===== src/rtl/mod5_sequence_monitor.sv =====
// mod5_sequence_monitor
//
// Sequence checker for a 3-bit modulo-5 counter. The block samples the counter's
// value on every clock edge and checks that it follows 0->1->2->3->4->0.
// - Each accepted 4->0 wrap produces a one-cycle Carry pulse and increments
//   the Wraps count.
// - Any illegal value, or any skipped step, latches a sticky fault. The value
//   seen and the value expected at the first fault are captured.
//
// Parameters:
//   WRAP_W       width of the wrap counter
//   AUTO_RESYNC  0: stay in FAULT until rst; 1: return to SYNC one cycle later
//
// Optional feature macro:
//   MOD5_MON_ERRCNT_EN  adds the ErrCnt[7:0] port, a saturating fault-event counter
//
// Ports:
//   clk     clock, shared with the upstream counter
//   rst     asynchronous active-high reset
//   In      count value from the upstream counter
//   Carry   one-cycle pulse per accepted wrap
//   Wraps   accepted wraps, modulo 2^WRAP_W
//   State   00 SYNC, 01 TRACK, 10 FAULT
//   Err     sticky fault flag
//   ErrVal  In sampled at the first fault
//   ErrExp  expected value at the first fault
//   ErrCnt  fault events, saturating at 255 (MOD5_MON_ERRCNT_EN only)

module mod5_sequence_monitor #(
    parameter int unsigned WRAP_W      = 8,
    parameter bit          AUTO_RESYNC = 1'b0
) (
    input  logic              clk,
    input  logic              rst,
    input  logic [2:0]        In,
    output logic              Carry,
    output logic [WRAP_W-1:0] Wraps,
    output logic [1:0]        State,
    output logic              Err,
    output logic [2:0]        ErrVal,
    output logic [2:0]        ErrExp
`ifdef MOD5_MON_ERRCNT_EN
    ,
    output logic [7:0]        ErrCnt
`endif
);

    typedef enum logic [1:0] {
        StSync  = 2'b00,
        StTrack = 2'b01,
        StFault = 2'b10
    } state_t;

    state_t     state_q;
    logic [2:0] exp_q;    // next expected value, never 5..7

    logic       fault;
    logic [2:0] cap_exp;  // expected value to record if this edge faults

    assign State = state_q;

    // In SYNC, an out-of-range value faults. Such a value can never also be the
    // 0 that enters TRACK, so fault priority is implicit.
    always_comb begin
        fault   = 1'b0;
        cap_exp = 3'd0;
        unique case (state_q)
            StSync: begin
                fault = (In > 3'd4);
            end
            StTrack: begin
                fault   = (In != exp_q);
                cap_exp = exp_q;
            end
            default: begin
            end
        endcase
    end

    always_ff @(posedge clk or posedge rst) begin
        if (rst) begin
            state_q <= StSync;
            exp_q   <= 3'd0;
            Carry   <= 1'b0;
            Wraps   <= '0;
            Err     <= 1'b0;
            ErrVal  <= 3'd0;
            ErrExp  <= 3'd0;
`ifdef MOD5_MON_ERRCNT_EN
            ErrCnt  <= 8'd0;
`endif
        end else begin
            Carry <= 1'b0;
            if (fault) begin
                state_q <= StFault;
                exp_q   <= 3'd0;
                Err     <= 1'b1;
                // Only the first fault is captured.
                if (!Err) begin
                    ErrVal <= In;
                    ErrExp <= cap_exp;
                end
`ifdef MOD5_MON_ERRCNT_EN
                if (ErrCnt != 8'hFF) begin
                    ErrCnt <= ErrCnt + 8'd1;
                end
`endif
            end else begin
                unique case (state_q)
                    StSync: begin
                        if (In == 3'd0) begin
                            state_q <= StTrack;
                            exp_q   <= 3'd1;
                        end
                    end
                    StTrack: begin
                        if (In == 3'd4) begin
                            exp_q <= 3'd0;
                            Carry <= 1'b1;
                            Wraps <= Wraps + WRAP_W'(1);
                        end else begin
                            exp_q <= In + 3'd1;
                        end
                    end
                    StFault: begin
                        // In is ignored here; Wraps and the capture are frozen.
                        if (AUTO_RESYNC) begin
                            state_q <= StSync;
                        end
                    end
                    default: begin
                        state_q <= StSync;
                        exp_q   <= 3'd0;
                    end
                endcase
            end
        end
    end

endmodule


===== config.mk =====
export PLATFORM = sky130hd
export DESIGN_NAME = mod5_sequence_monitor
export DESIGN_NICKNAME = d
export VERILOG_FILES = /design/src/rtl/mod5_sequence_monitor.sv
export SDC_FILE = /design/constraint.sdc
export NUM_CORES = 1
export LEC_CHECK = 0
export ABC_AREA = 1
export CORE_MARGIN = 2
export CORE_UTILIZATION = 57
export CTS_BUF_LIST = sky130_fd_sc_hd__clkbuf_8
export DETAILED_ROUTE_END_ITERATION = 10
export HOLD_SLACK_MARGIN = 0.05
export PLACE_DENSITY = 0.87
export SYNTH_ARGS = -nofsm -noshare
export SYNTH_HDL_FRONTEND = slang
export SYNTH_SLANG_ARGS = --single-unit

===== constraint.sdc =====
create_clock -name clk -period 2.5 [get_ports clk]
set_input_delay 0.5 -clock clk [delete_from_list [all_inputs] [get_ports clk]]
set_output_delay 0.5 -clock clk [all_outputs]
set_load 0.005 [all_outputs]

==> results of run 1 <==
## state kept, by name, summed over array words and instances (netlist names)
name	count
Carry	1
Err	1
ErrExp	3
ErrVal	3
State	2
Wraps	8
exp_q	3
## critical path, delay by kind of cell
family	cells	cell delay (ns)
adder cells (fa/ha/maj)	1	0.20
buffers and inverters	5	0.81
AND/OR/NAND/NOR	5	0.51
## placed cells by master, fill, tap and decap left out
cell,Yosys,routed
nand4_1,4,4
clkdlybuf4s50_1,0,22
o21ai_2,5,5
a31oi_1,1,1
clkinv_2,0,1
nand2_1,56,56
ha_1,6,6
dfrtp_1,21,21
xor2_1,1,1
inv_1,14,14
xnor2_1,6,6
nand3_2,1,1
o21ai_0,1,1
nand3_1,8,8
nand2_8,1,1
clkbuf_8,0,3
nand2_4,3,3
nor2_1,6,6
inv_6,2,2
inv_2,2,2
o21ai_1,2,2
## power groups by stage
stage / sequential [W] / clock, W / combinational, W
6_report: 0.000417 / 0.000219 / 0.000343
4_1_cts: 0.000417 / 0.000224 / 0.000342
5_1_grt: 0.000424 / 0.000237 / 0.000390
3_3_place_gp: 0.000421 / 0 / 0.000329
3_5_place_dp: 0.000424 / 0 / 0.000338
2_1_floorplan: 0.000417 / 0 / 0.000238
## worst paths after layout
kind / slack [ns] / end / from / cells past startpoint
setup reg to reg: 0.86 / Wraps[0] / State[1] / 8
hold / removal: 0.49 / ErrExp[0] / ErrExp[0] / 2
setup / recovery: 0.62 / Wraps[0] / In[1] / 11
hold reg to reg: 0.49 / ErrExp[0] / ErrExp[0] / 2
max in group asynchronous: 1.37 / State[1] / rst / 2
min in group asynchronous: 0.67 / Carry / rst / 2
## cells by family (layout without fill, tap and decap cells)
logic type                 count (synthesis)  in the layout
DFF                                       21             21
AOI/OAI and AO/OA                          9              9
xor gates and xnor gates                   7              7
and+or+nand+nor                           79             79
buffers and inverters                     20             44
adders and majority gates                  6              6
## metrics by stage
stage	setup WS (ns)	total power, W	utilization (%)
2_1_floorplan	1.02	0.000656	-
3_3_place_gp	0.440	0.000750	72.4
3_5_place_dp	0.364	0.000762	72.4
4_1_cts	0.630	0.000983	74.7
5_1_grt	0.482	0.00105	74.7
6_report	0.616	0.000980	74.7
## cell type report
| type | count | area [µm²] | area share [%] |
|---|---|---|---|
| clock buffers | 3 | 41.3 | 2.82 |
| inverters | 18 | 77.6 | 5.29 |
| flip-flops and latches | 21 | 526 | 35.8 |
| well taps | 27 | 33.8 | 2.30 |
| clock inverters | 1 | 5.00 | 0.341 |
| repair buffers | 22 | 220 | 15.0 |
| multi-input cells | 101 | 563 | 38.4 |
## metal layers
layer	up-vias	part of all wire, %	track usage [%]
met1	436	45	27.1
met5	-	0	0
met3	5	2.9	3.03
li1	488	-	-
met2	26	50	36.9
met4	0	1.5	6.48
==> results.py, run 1 <==
metrics = {
    "critical_path": {
        "max_stage_delay_ns": 0.52,
        "start_kind": "input port",
        "path_cells": "clkdlybuf4s50_1 -> inv_1 -> ha_1 -> inv_1 -> nand3_1 -> nand2_4 -> inv_6 -> nand2_8 -> inv_6 -> nand2_1 -> nand2_1",
        "setup.worst_path.class": "input port to register",
        "crit_slowest_cell": "clkdlybuf4s50_1",
        "worst-endpoint-arrival_ns": 2.03,
        "critPathMaxFanout": 10,
        "crit_required_ns": 2.65,
        "crit_path_end_kind": "register",
    },
    "synthesis": {
        "synth_cell_types": 20,
        "synthArstFlopShare_pct": 100,
        "synth_area_um2": 1180,
        "syn_inst": 142,
        "synth_edf_count": 0,
        "synthTopCellsByCount": "nand2_1, dfrtp_1, inv_1, nand3_1",
        "synth_most_common_cell": "nand2_1",
        "syn-num-nets": 153,
        "synth-seq-cells": 21,
        "synth-compound-area-share_pct": 5.49,
        "yosysWarnings": 0,
        "synth_top_area_cell": "dfrtp_1",
        "ys_seq_area_share_pct": 44.4,
        "synth_fa_ha_area_share_pct": 6.34,
        "syn_area_per_cell_um2": 8.34,
        "yosys.area_share.simple_pct": 30.5,
        "muxShareOfSynthArea_pct": 0,
        "yosys-top-cells-area": "dfrtp_1, nand2_1, ha_1, inv_1, xnor2_1",
        "synthFlopType": "dfrtp_1",
        "synth_top_area_share_pct": 44.4,
        "synth_xor_area_share_pct": 5.17,
        "synth_top_family_by_area": "simple AND/OR/NAND/NOR gates",
    },
    "placement": {
        "dp_hpwl_mm": 1.76,
        "dp.cells": 189,
        "place_congestion": 0.865,
        "port_buffers": 22,
        "dpl_cell_area_um2": 1420,
    },
    "clock_tree": {
        "post_cts_buffers": 0,
        "ctsResizeCount": 0,
        "numCtsBuffers": 3,
        "clk_latency_ns": 0.26,
        "htreeDepth": 1,
        "cts_tree": "built",
        "cts_sinks": 21,
        "path_clk_slew_ns": 0.08,
        "cts-hold-fix-buffers": 0,
        "cts.path.max_buffers": 2,
        "cts-root-buf": "clkbuf_8",
    },
    "detailed_routing": {
        "vias": 955,
        "postRouteAntennaNets": 0,
        "avgRoutedWirePerCell_um": 11.7,
        "remaining_drc_errors": 0,
        "routed_wl_mm": 2.26,
        "drtIter0Drc": 27,
        "firstDrtPassIters": 4,
        "routed_via_density": 4.95,
    },
    "sta": {
        "skew_ns": 0.00258,
        "fin_hold_ws_ns": 0.487,
        "finalSetupTns_ns": 0,
        "worst_pin_slew_ns": 0.747,
        "final-max-slew-violation-count": 0,
        "finalCritPeriodShare_pct": 75.4,
        "setup_violations": 0,
        "maxSlewHeadroom_pct": 50.1,
        "fin_crit_ns": 1.88,
        "rsz0062_at_grt": "no",
        "hold_viol": 0,
        "max_freq_mhz": 531,
    },
    "power_and_ir_drop": {
        "comb_power_share_pct": 35.1,
        "p_int_w": 0.000627,
        "p_per_area_nw_per_um2": 668,
        "p_leak_nw": 0.730,
        "p_switching_w": 0.000352,
        "switching_share_pct": 36.0,
        "vdd_drop_max_mv": 0.583,
        "power_frac_clock_pct": 22.4,
        "seqPwrFrac_pct": 42.6,
    },
    "floorplan": {
        "initial_utilization_pct": 60.4,
        "die_h_um": 49.6,
        "die-area_um2": 2460,
        "coreArea_um2": 1960,
        "row_count": 16,
        "fp.dieW_um": 49.6,
        "num_io_pins": 23,
    },
    "layout": {
        "final_area_um2": 1470,
        "fill_cells": 143,
        "layout-drive-gt1-share_pct": 10.8,
        "fin_cells": 193,
        "area_growth_pct": 23.8,
        "antennaDiodeCount": 0,
        "nNetsFinal": 178,
    },
    "global_route": {
        "grt_pass1_vias": 910,
        "grt_usage_pct": 21.2,
        "grt_max_degree": 22,
        "globalRouteOverflowTotal": 0,
        "antenna_found_initial": 0,
        "grt_pass1_wl_mm": 3.97,
    },
    "status": {
        "outcome": "finished, final reports clean",
    },
    "hold_path": {
        "hold_path.class": "register to register",
    },
    "job": {
        "maxCapViolCount": 0,
    },
}
(Power assumes the default switching activity.)
==> inputs of run 2 (changes only) <==
--- a/config.mk
+++ b/config.mk
@@ -7,11 +7,11 @@
 export LEC_CHECK = 0
 export ABC_AREA = 1
 export CORE_MARGIN = 2
-export CORE_UTILIZATION = 57
+export CORE_UTILIZATION = 53
 export CTS_BUF_LIST = sky130_fd_sc_hd__clkbuf_8
 export DETAILED_ROUTE_END_ITERATION = 10
 export HOLD_SLACK_MARGIN = 0.05
-export PLACE_DENSITY = 0.87
+export PLACE_DENSITY = 0.81
 export SYNTH_ARGS = -nofsm -noshare
 export SYNTH_HDL_FRONTEND = slang
 export SYNTH_SLANG_ARGS = --single-unit
==> constraint.sdc (replaced) <==
create_clock -name clk -period 1.9 [get_ports clk]
set_input_delay 0.38 -clock clk [delete_from_list [all_inputs] [get_ports clk]]
set_output_delay 0.38 -clock clk [all_outputs]
set_load 0.005 [all_outputs]
==> results.py, run 2 (synthesis results as in run 1) <==
metrics = {
    "detailed_routing": {
        "remaining_drc_errors": 0,
        "routed_wl_mm": 2.34,
        "drtIter0Drc": 20,
        "firstDrtPassIters": 4,
        "avgRoutedWirePerCell_um": 11.7,
        "postRouteAntennaNets": 0,
        "vias": 979,
        "routed_via_density": 4.90,
    },
    "global_route": {
        "grt_max_degree": 22,
        "antenna_found_initial": 0,
        "grt_usage_pct": 21.3,
        "globalRouteOverflowTotal": 0,
        "grt_pass1_vias": 952,
        "grt_pass1_wl_mm": 4.09,
    },
    "power_and_ir_drop": {
        "p_switching_w": 0.000470,
        "power_frac_clock_pct": 21.7,
        "p_int_w": 0.000835,
        "switching_share_pct": 36.0,
        "seqPwrFrac_pct": 42.1,
        "comb_power_share_pct": 36.2,
        "p_per_area_nw_per_um2": 864,
        "vdd_drop_max_mv": 0.709,
        "p_leak_nw": 0.761,
    },
    "sta": {
        "hold_viol": 0,
        "rsz0062_at_grt": "no",
        "worst_pin_slew_ns": 0.391,
        "finalCritPeriodShare_pct": 89.0,
        "final-max-slew-violation-count": 0,
        "fin_hold_ws_ns": 0.447,
        "max_freq_mhz": 591,
        "finalSetupTns_ns": 0,
        "skew_ns": 0.00375,
        "setup_violations": 0,
        "setup_slack_ns": 0.209,
        "maxSlewHeadroom_pct": 73.8,
        "fin_crit_ns": 1.69,
    },
    "clock_tree": {
        "cts-hold-fix-buffers": 0,
        "post_cts_buffers": 0,
        "clk_latency_ns": 0.26,
        "cts_sinks": 21,
        "path_clk_slew_ns": 0.07,
        "cts-root-buf": "clkbuf_8",
        "cts_tree": "built",
        "cts.path.max_buffers": 2,
        "ctsResizeCount": 0,
        "numCtsBuffers": 3,
        "htreeDepth": 1,
    },
    "layout": {
        "layout_commonest_cell": "nand2_1",
        "layout-drive-gt1-share_pct": 13.4,
        "layout_common_cells": "nand2_1, clkdlybuf4s50_1, dfrtp_1",
        "fill_cells": 180,
        "area_growth_pct": 27.6,
        "largest_register_ff_count": 8,
        "top_register": "Wraps",
        "nNetsFinal": 184,
        "antennaDiodeCount": 0,
    },
    "hold_path": {
        "hold_path.class": "input port to async pin",
    },
    "job": {
        "maxCapViolCount": 0,
    },
    "critical_path": {
        "crit_path_end_kind": "register",
        "setup.worst_path.class": "input port to register",
        "r2r-end": "Wraps[0]",
        "crit_required_ns": 2.05,
        "setup.worst_path.end": "Wraps[0]",
        "startpoint": "In[0]",
        "critPathMaxFanout": 10,
        "reg2reg_depth": 9,
        "timing.reg2reg.setup_slack_ns": 0.38,
        "worst-endpoint-arrival_ns": 1.84,
        "start_kind": "input port",
        "r2r-start": "State[0]",
    },
    "floorplan": {
        "coreArea_um2": 2170,
        "num_io_pins": 23,
        "initial_utilization_pct": 54.6,
        "fp.dieW_um": 51.3,
        "die-area_um2": 2630,
        "die_h_um": 51.3,
        "row_count": 17,
    },
    "placement": {
        "dp_hpwl_mm": 1.79,
        "place_congestion": 0.902,
        "place_ws_ns": -0.0393,
        "port_buffers": 22,
    },
    "status": {
        "outcome": "finished, final reports clean",
    },
}
run 2: changes by cell type in the layout (fill, tap and decap cells not counted), sizes merged:
| cell | before | now |
|---|---|---|
| buf | 0 | 6 |
| clkinv | 1 | 0 |
| inv | 18 | 19 |
run 2: per-stage QoR:
stage                     cells  area [µm²]  util [%]  power [W]
final                       200        1510      69.7    0.00131
after global routing        200        1510      69.7    0.00141
after CTS                   200        1510      69.7    0.00132
after detailed placement    196        1470      67.6    0.00103
after global placement      196        1470      67.6    0.00100
after floorplan             142        1180         -   0.000863
run 2: worst min-delay path by stage:
stage	cells past startpoint	startpoint	to
after CTS	3	rst	exp_q[2]
final	3	rst	Wraps[7]
after global placement	2	ErrExp[0]	ErrExp[0]
after detailed placement	2	ErrExp[2]	ErrExp[2]
after floorplan	1	rst	Carry
after global routing	3	rst	Wraps[7]
run 2: critical path, stage by stage:
cell	delay [ns]
clkdlybuf4s50_1	0.49
inv_2	0.04
ha_1	0.21
inv_1	0.09
nand3_1	0.14
nand2_4	0.17
inv_6	0.06
nand2_8	0.09
inv_6	0.05
nand2_1	0.06
nand2_1	0.05
run 2: layout make-up:
cell class | count | area, µm² | area share [%]
multi-input combinational | 101 | 563 | 37.3
sequential | 21 | 526 | 34.8
timing repair buffer | 28 | 265 | 17.5
inverter | 18 | 77.6 | 5.13
clock buffer | 3 | 41.3 | 2.73
tap | 28 | 35.0 | 2.32
clock inverter | 1 | 3.75 | 0.248
run 2: power by group through the flow:
stage | sequential (W) | clock [W] | combinational, W
after detailed placement | 0.000558 | 0 | 0.000470
after global placement | 0.000555 | 0 | 0.000449
final | 0.000549 | 0.000284 | 0.000472
after floorplan | 0.000549 | 0 | 0.000314
after global routing | 0.000557 | 0.000314 | 0.000541
after CTS | 0.000549 | 0.000293 | 0.000474
run 2: routing by layer:
layer	GRT usage, %	vias to the layer above	part of all wire, %
li1	-	499	-
met1	27.5	444	46
met2	33.1	28	48
met3	4.68	8	4.4
met4	11.4	0	2.0
met5	0	-	0
==> inputs of run 3 (changes only) <==
--- a/config.mk
+++ b/config.mk
@@ -6,7 +6,6 @@
 export NUM_CORES = 1
 export LEC_CHECK = 0
 export ABC_AREA = 1
-export CORE_MARGIN = 2
 export CORE_UTILIZATION = 53
 export CTS_BUF_LIST = sky130_fd_sc_hd__clkbuf_8
 export DETAILED_ROUTE_END_ITERATION = 10
==> constraint.sdc (replaced) <==
create_clock -name clk -period 1.6 [get_ports clk]
set_input_delay 0.32 -clock clk [delete_from_list [all_inputs] [get_ports clk]]
set_output_delay 0.32 -clock clk [all_outputs]
set_load 0.005 [all_outputs]
==> results.py, run 3 (synthesis results as in run 1) <==
metrics = {
    "critical_path": {
        "max_stage_delay_ns": 0.52,
        "crit_cells": 1,
        "timing.reg2reg.setup_slack_ns": 0.15,
        "critPathMaxFanout": 7,
        "cp.buffers_inverters": 1,
        "start_kind": "register",
        "worst-endpoint-arrival_ns": 1.22,
        "crit_slowest_cell": "clkdlybuf4s50_1",
        "r2r-start": "exp_q[1]",
        "crit_family": "buffers and inverters",
        "r2r-end": "exp_q[1]",
        "crit_path_end_kind": "primary output",
        "crit_required_ns": 1.28,
        "path_cells": "clkdlybuf4s50_1",
        "setup.worst_path.class": "register to primary output",
        "reg2reg_depth": 7,
    },
    "power_and_ir_drop": {
        "p_leak_nw": 0.809,
        "vdd_drop_max_mv": 0.920,
        "p_per_area_nw_per_um2": 1030,
        "power_w": 0.00163,
    },
    "detailed_routing": {
        "vias": 1015,
        "postRouteAntennaNets": 0,
        "avgRoutedWirePerCell_um": 12.1,
        "drtIter0Drc": 27,
        "routed_via_density": 5.00,
        "firstDrtPassIters": 4,
        "routed_wl_mm": 2.46,
        "remaining_drc_errors": 0,
    },
    "floorplan": {
        "num_io_pins": 23,
        "row_count": 16,
        "coreArea_um2": 2020,
        "initial_utilization_pct": 58.6,
        "die_h_um": 49.3,
        "fp.dieW_um": 49.3,
        "die-area_um2": 2430,
    },
    "clock_tree": {
        "numCtsBuffers": 3,
        "clk_latency_ns": 0.26,
        "cts-hold-fix-buffers": 0,
        "path_clk_slew_ns": 0.08,
        "cts_tree": "built",
        "htreeDepth": 1,
        "cts-root-buf": "clkbuf_8",
        "cts.path.max_buffers": 2,
        "cts_sinks": 21,
    },
    "layout": {
        "fill_cells": 126,
        "area_growth_pct": 33.1,
        "largest_register_ff_count": 8,
        "nNetsFinal": 188,
        "finish.utilization_pct": 78.0,
        "antennaDiodeCount": 0,
        "layout-drive-gt1-share_pct": 21.6,
        "top_register": "Wraps",
        "layout_commonest_cell": "nand2_1",
        "layout_common_cells": "nand2_1, dfrtp_1, clkdlybuf4s50_1",
    },
    "sta": {
        "finalCritPeriodShare_pct": 96.2,
        "worst_pin_slew_ns": 0.255,
        "maxSlewHeadroom_pct": 82.9,
        "hold_viol": 0,
        "setup_violations": 0,
        "skew_ns": 0.00280,
        "rsz0062_at_grt": "no",
        "fin_hold_ws_ns": 0.380,
        "max_freq_mhz": 650,
        "final-max-slew-violation-count": 0,
        "fin_crit_ns": 1.54,
    },
    "placement": {
        "place_congestion": 0.910,
        "port_buffers": 22,
        "dp_hpwl_mm": 1.73,
    },
    "global_route": {
        "grt_usage_pct": 23.0,
        "grt_max_degree": 22,
        "grt_pass1_vias": 967,
        "globalRouteOverflowTotal": 0,
        "antenna_found_initial": 0,
        "grt_pass1_wl_mm": 4.19,
    },
    "hold_path": {
        "hold_path.class": "input port to async pin",
    },
    "job": {
        "maxCapViolCount": 0,
    },
    "status": {
        "outcome": "finished, final reports clean",
    },
}
==> run 3: worst max path at each step <==
stage              from       end  slack, ns
6_report       Wraps[3]  Wraps[3]       0.06
3_3_place_gp      In[0]  Wraps[0]      -0.22
5_1_grt        Wraps[3]  Wraps[3]       0.02
3_5_place_dp      In[1]  Wraps[1]      -0.28
2_1_floorplan  State[1]  Wraps[2]       0.19
4_1_cts           In[1]  Wraps[3]      0.008
==> run 3: stage by stage <==
stage | TNS, ns | instance area (µm²) | std cells | setup slack, ns
detailed placement | -5.20 | 1490 | 198 | -0.284
finish | 0 | 1580 | 203 | 0.0609
global placement | -3.82 | 1490 | 198 | -0.223
CTS | 0 | 1560 | 203 | 0.00759
global route | 0 | 1580 | 203 | 0.0154
floorplan | 0 | 1180 | 142 | 0.194
==> run 3: area by class of cell <==
| cell class | count | area [µm²] | share of cell area [%] |
|---|---|---|---|
| repair buffers | 32 | 303 | 19.2 |
| clock buffers | 3 | 41.3 | 2.62 |
| inverters | 18 | 77.6 | 4.92 |
| clock inverters | 1 | 5.00 | 0.317 |
| multi-input cells | 101 | 588 | 37.3 |
| well taps | 27 | 33.8 | 2.14 |
| flip-flops and latches | 21 | 528 | 33.5 |
==> run 3: routing by layer <==
layer | vias to the layer above | part of all wire [%] | global-route usage (%)
li1 | 512 | - | -
met1 | 467 | 42 | 25.6
met2 | 27 | 51 | 40.0
met3 | 9 | 4.5 | 4.98
met4 | 0 | 2.7 | 13.7
met5 | - | 0 | 0
==> run 3: tightest hold or removal path, cell delays in order <==
cell             delay [ns]
clkdlybuf4s50_1        0.39
inv_1                  0.05
buf_4                  0.26
==> run 3: power breakdown <==
| part | internal (W) | leakage [nW] | switching, W |
|---|---|---|---|
| logic | 0.000273 | 0.503 | 0.000354 |
| registers | 0.000589 | 0.280 | 0.0000683 |
| clock network | 0.000174 | 0.0255 | 0.000172 |
| total | 0.00104 | 0.809 | 0.000595 |
==> run 3: repair_timing <==
action	4_1_cts	5_1_grt
resized for setup	3	10
pin swaps	1	5
endpoints found under the setup margin	8	20
setup buffers	1	0
hold endpoints to repair	0	0
==> RTL edit 1: new RTL, flow settings as in run 2 <==
Add an input register stage for `In`, without a reset; this delays it by one clock.
--- a/src/rtl/mod5_sequence_monitor.sv
+++ b/src/rtl/mod5_sequence_monitor.sv
@@ -51,6 +51,12 @@
         StFault = 2'b10
     } state_t;
 
+    logic [2:0] In_q;
+
+    always_ff @(posedge clk) begin
+        In_q <= In;
+    end
+
     state_t     state_q;
     logic [2:0] exp_q;    // next expected value, never 5..7
 
@@ -66,10 +72,10 @@
         cap_exp = 3'd0;
         unique case (state_q)
             StSync: begin
-                fault = (In > 3'd4);
+                fault = (In_q > 3'd4);
             end
             StTrack: begin
-                fault   = (In != exp_q);
+                fault   = (In_q != exp_q);
                 cap_exp = exp_q;
             end
             default: begin
@@ -97,7 +103,7 @@
                 Err     <= 1'b1;
                 // Only the first fault is captured.
                 if (!Err) begin
-                    ErrVal <= In;
+                    ErrVal <= In_q;
                     ErrExp <= cap_exp;
                 end
 `ifdef MOD5_MON_ERRCNT_EN
@@ -108,18 +114,18 @@
             end else begin
                 unique case (state_q)
                     StSync: begin
-                        if (In == 3'd0) begin
+                        if (In_q == 3'd0) begin
                             state_q <= StTrack;
                             exp_q   <= 3'd1;
                         end
                     end
                     StTrack: begin
-                        if (In == 3'd4) begin
+                        if (In_q == 3'd4) begin
                             exp_q <= 3'd0;
                             Carry <= 1'b1;
                             Wraps <= Wraps + WRAP_W'(1);
                         end else begin
-                            exp_q <= In + 3'd1;
+                            exp_q <= In_q + 3'd1;
                         end
                     end
                     StFault: begin
Check against the original RTL: not equivalent (Yosys sat finds a counterexample within 4 cycles, from zero or initial values and one cycle with rst high).
==> RTL edit 1 against run 2 <==
Routed wire length up 11%. Final area is 3.5% higher. Sequential cell count is 3 higher. Largest power group unchanged. Area after synthesis grew 5.2%. Total power is 27% higher. Non-clock buffer count down 5. Synthesized cell count up 5.6%. Critical path type is now register to primary output. Worst setup slack better by 0.050 ns.
==> RTL edit 1: results (changes against run 2) <==
Leakage power - 0.000802 µW (+5.4%)
Maximum VDD drop - 0.800 mV (+13%)
CP max FO - 5 (-5)
Dpl hpwl - 1.89 mm (+5.9%)
Rel. slew slack - 0.777 (+0.0386)
Post-DP Area - 0.00149 mm² (+1.8%)
Tot Pwr - 1660 µW (+27%)
Latest clock arrival within the worst-skew pair - 0.27 ns
Reg power frac - 0.399 (-0.022)
Mean Syn Cell Area - 8.31 µm² (-0.44%)
Switching Share - 0.325 (-0.0351)
Share of cells above drive strength 1 - 0.109 (-0.0251)
Met1 Usage GRT - 0.268 (-0.00638)
Final net count - 187 (+1.6%)
Largest cells by area after synthesis - dfrtp_1, nand2_1, ha_1, dfxtp_1, inv_1
Met2 usage - 0.385 (+0.0542)
WP data arrival - 1.26 ns (-0.58 ns)
Combinational Power Share - 0.333 (-0.029)
Max clock buf depth - 2 (unchanged)
Gp weighted congestion - 0.922 (+2.2%)
CP max stage delay - 0.54 ns (+0.05 ns)
Cell Count, Final, Fillers Out - 203 (+1.5%)
Complex-gate fraction of the synthesized area - 0.0472 (-0.00772)
Syn_nets - 161 (+5.2%)
Status - completed
Asr flop ratio synth - 0.875 (-0.125)
First-pass GRT wire length - 4.42 mm (+8.1%)
Vias in the first global route - 1,022 (+7.4%)
Clk_skew - 0.00264 ns (-0.00110 ns)
Vias per inst - 5.02 (+2.5%)
Register area share after synthesis - 0.470 (+0.0264)
Dpl ws - 0.328 ns (+0.367 ns)
Met3 GRT Util - 0.0371 (-0.00964)
GR Util All Layers - 0.222 (+0.00987)
Placed cells - 199 (+1.5%)
Synth Area in XOR/XNOR - 0.0492 (-0.00255)
==> RTL edit 1: cell type report <==
| class | instances | area, µm² |
|---|---|---|
| clock buffer | 3 | 41.3 |
| clock inverter | 1 | 30.0 |
| fill | 172 | 648 |
| inverter | 20 | 82.6 |
| multi-input combinational | 104 | 562 |
| sequential | 24 | 586 |
| tap | 28 | 35.0 |
| timing repair buffer | 23 | 228 |
==> RTL edit 1: worst paths after layout <==
kind | startpoint | end | slack, ns | depth (start not counted)
setup / recovery | Wraps[5] | Wraps[5] | 0.26 | 1
hold / removal | rst | ErrExp[1] | 0.44 | 3
setup reg to reg | State[1] | Wraps[5] | 0.31 | 9
hold reg to reg | ErrVal[0] | ErrVal[0] | 0.49 | 2
max in group asynchronous | rst | exp_q[2] | 1.25 | 3
min in group clk | ErrVal[0] | ErrVal[0] | 0.49 | 2
==> RTL edit 1: metal layers <==
metal,up-vias,part of all wire
li1,511,-
met1,472,0.44
met2,31,0.49
met3,5,0.047
met4,0,0.018
met5,-,0
==> RTL edit 2: new RTL, config.mk and constraints of run 2 <==
Made on the original files. Add a define of `MOD5_MON_ERRCNT_EN`.
--- a/src/rtl/mod5_sequence_monitor.sv
+++ b/src/rtl/mod5_sequence_monitor.sv
@@ -25,6 +25,8 @@
 //   ErrVal  In sampled at the first fault
 //   ErrExp  expected value at the first fault
 //   ErrCnt  fault events, saturating at 255 (MOD5_MON_ERRCNT_EN only)
+
+`define MOD5_MON_ERRCNT_EN
 
 module mod5_sequence_monitor #(
     parameter int unsigned WRAP_W      = 8,
Function (old outputs only; new: ErrCnt): kept (Yosys induction, for registers that start in step).
==> RTL edit 2 against run 2 <==
Die area rose by 33%. Critical path depth fell by 2. Routed wire length rose by 39%. Total power rose by 66%. Sequential cell count rose by 8. Cell count rose by 35%. Final area rose by 38%. First-iteration DRC count rose to 3.5 times the old value. Register-to-register slack got worse by 0.07 ns. Via count rose by 40%. Area after synthesis rose by 35%. Worst setup slack got worse by 0.073 ns. Synthesized cell count rose by 37%. Combinational power rose by 66%.
==> RTL edit 2: results (changes against run 2) <==
Input/output buffers - 30 (+36%)
Met2 WL - 1.59 mm (+42%)
Cells on worst reg2reg path - 7 (-2)
Comb_multi_in - 140 (+39%)
Status - completed
Clk_skew - 0.00494 ns (+0.00120 ns)
Invs w/o clock - 22 (+4)
Final net count - 250 (+36%)
GR Util All Layers - 0.227 (+0.0142)
Maximum VDD drop - 0.837 mV (+18%)
Gp weighted congestion - 0.832 (-7.8%)
WP data arrival - 1.94 ns (+0.10 ns)
Repair and plain buffers - 40 (+43%)
Hold_ws - 0.466 ns (+0.0190 ns)
Leakage power - 0.00105 µW (+38%)
R2r setup slk - 0.31 ns (-0.07 ns)
Syn_nets - 206 (+35%)
Mean Syn Cell Area - 8.27 µm² (-0.83%)
CP max FO - 11 (+1)
Cell Count, Final, Fillers Out - 270 (+35%)
Core ar. - 0.00281 mm² (+29%)
Clk_buf instances - 7 (+4)
Worst slew pin tran - 0.364 ns (-0.0269 ns)
Final-layout non-clock buffer area share - 0.179 (+0.00382)
Pin count of the biggest net entering global routing - 30 (+36%)
Crit path capture - ErrCnt[4]
Dpl ws - -0.160 ns (-0.121 ns)
Area grow syn2layout - 30.4%
Latest clock arrival within the worst-skew pair - 0.29 ns (+0.03 ns)
Final-layout fill cell count - 211 (+17%)
Reg-to-Reg End - ErrCnt[4]
Total CTS buffers - 5 (+2)
## RTL edit 2: report_power, final
part | internal [µW] | total [µW] | switching [µW]
combinational | 371 | 783 | 412
sequential | 712 | 818 | 106
clock | 327 | 567 | 241
## RTL edit 2: worst register-to-register path: stages, from the launching register on
cell     delay, ns
dfrtp_1       0.41
inv_1         0.10
ha_1          0.22
nand3_1       0.22
nand2_8       0.16
nand2_2       0.16
o21ai_2       0.16
nand2_1       0.06
## RTL edit 2: cell families (layout without fill, tap and decap cells)
group,Yosys count,in the layout,synth area share
AO/OA/AOI/OAI,12,12,0.0405
AND/OR/NAND/NOR,108,108,0.306
XOR/XNOR,13,13,0.0756
flip-flops,29,29,0.452
adder cells (fa/ha/maj),7,7,0.0546
buffers and inverters,25,70,0.0717
## RTL edit 2: per-layer routing
metal	up-vias	global-route usage
met5	-	0
met4	0	0.110
met3	6	0.0699
met2	30	0.363
met1	639	0.278
li1	693	-
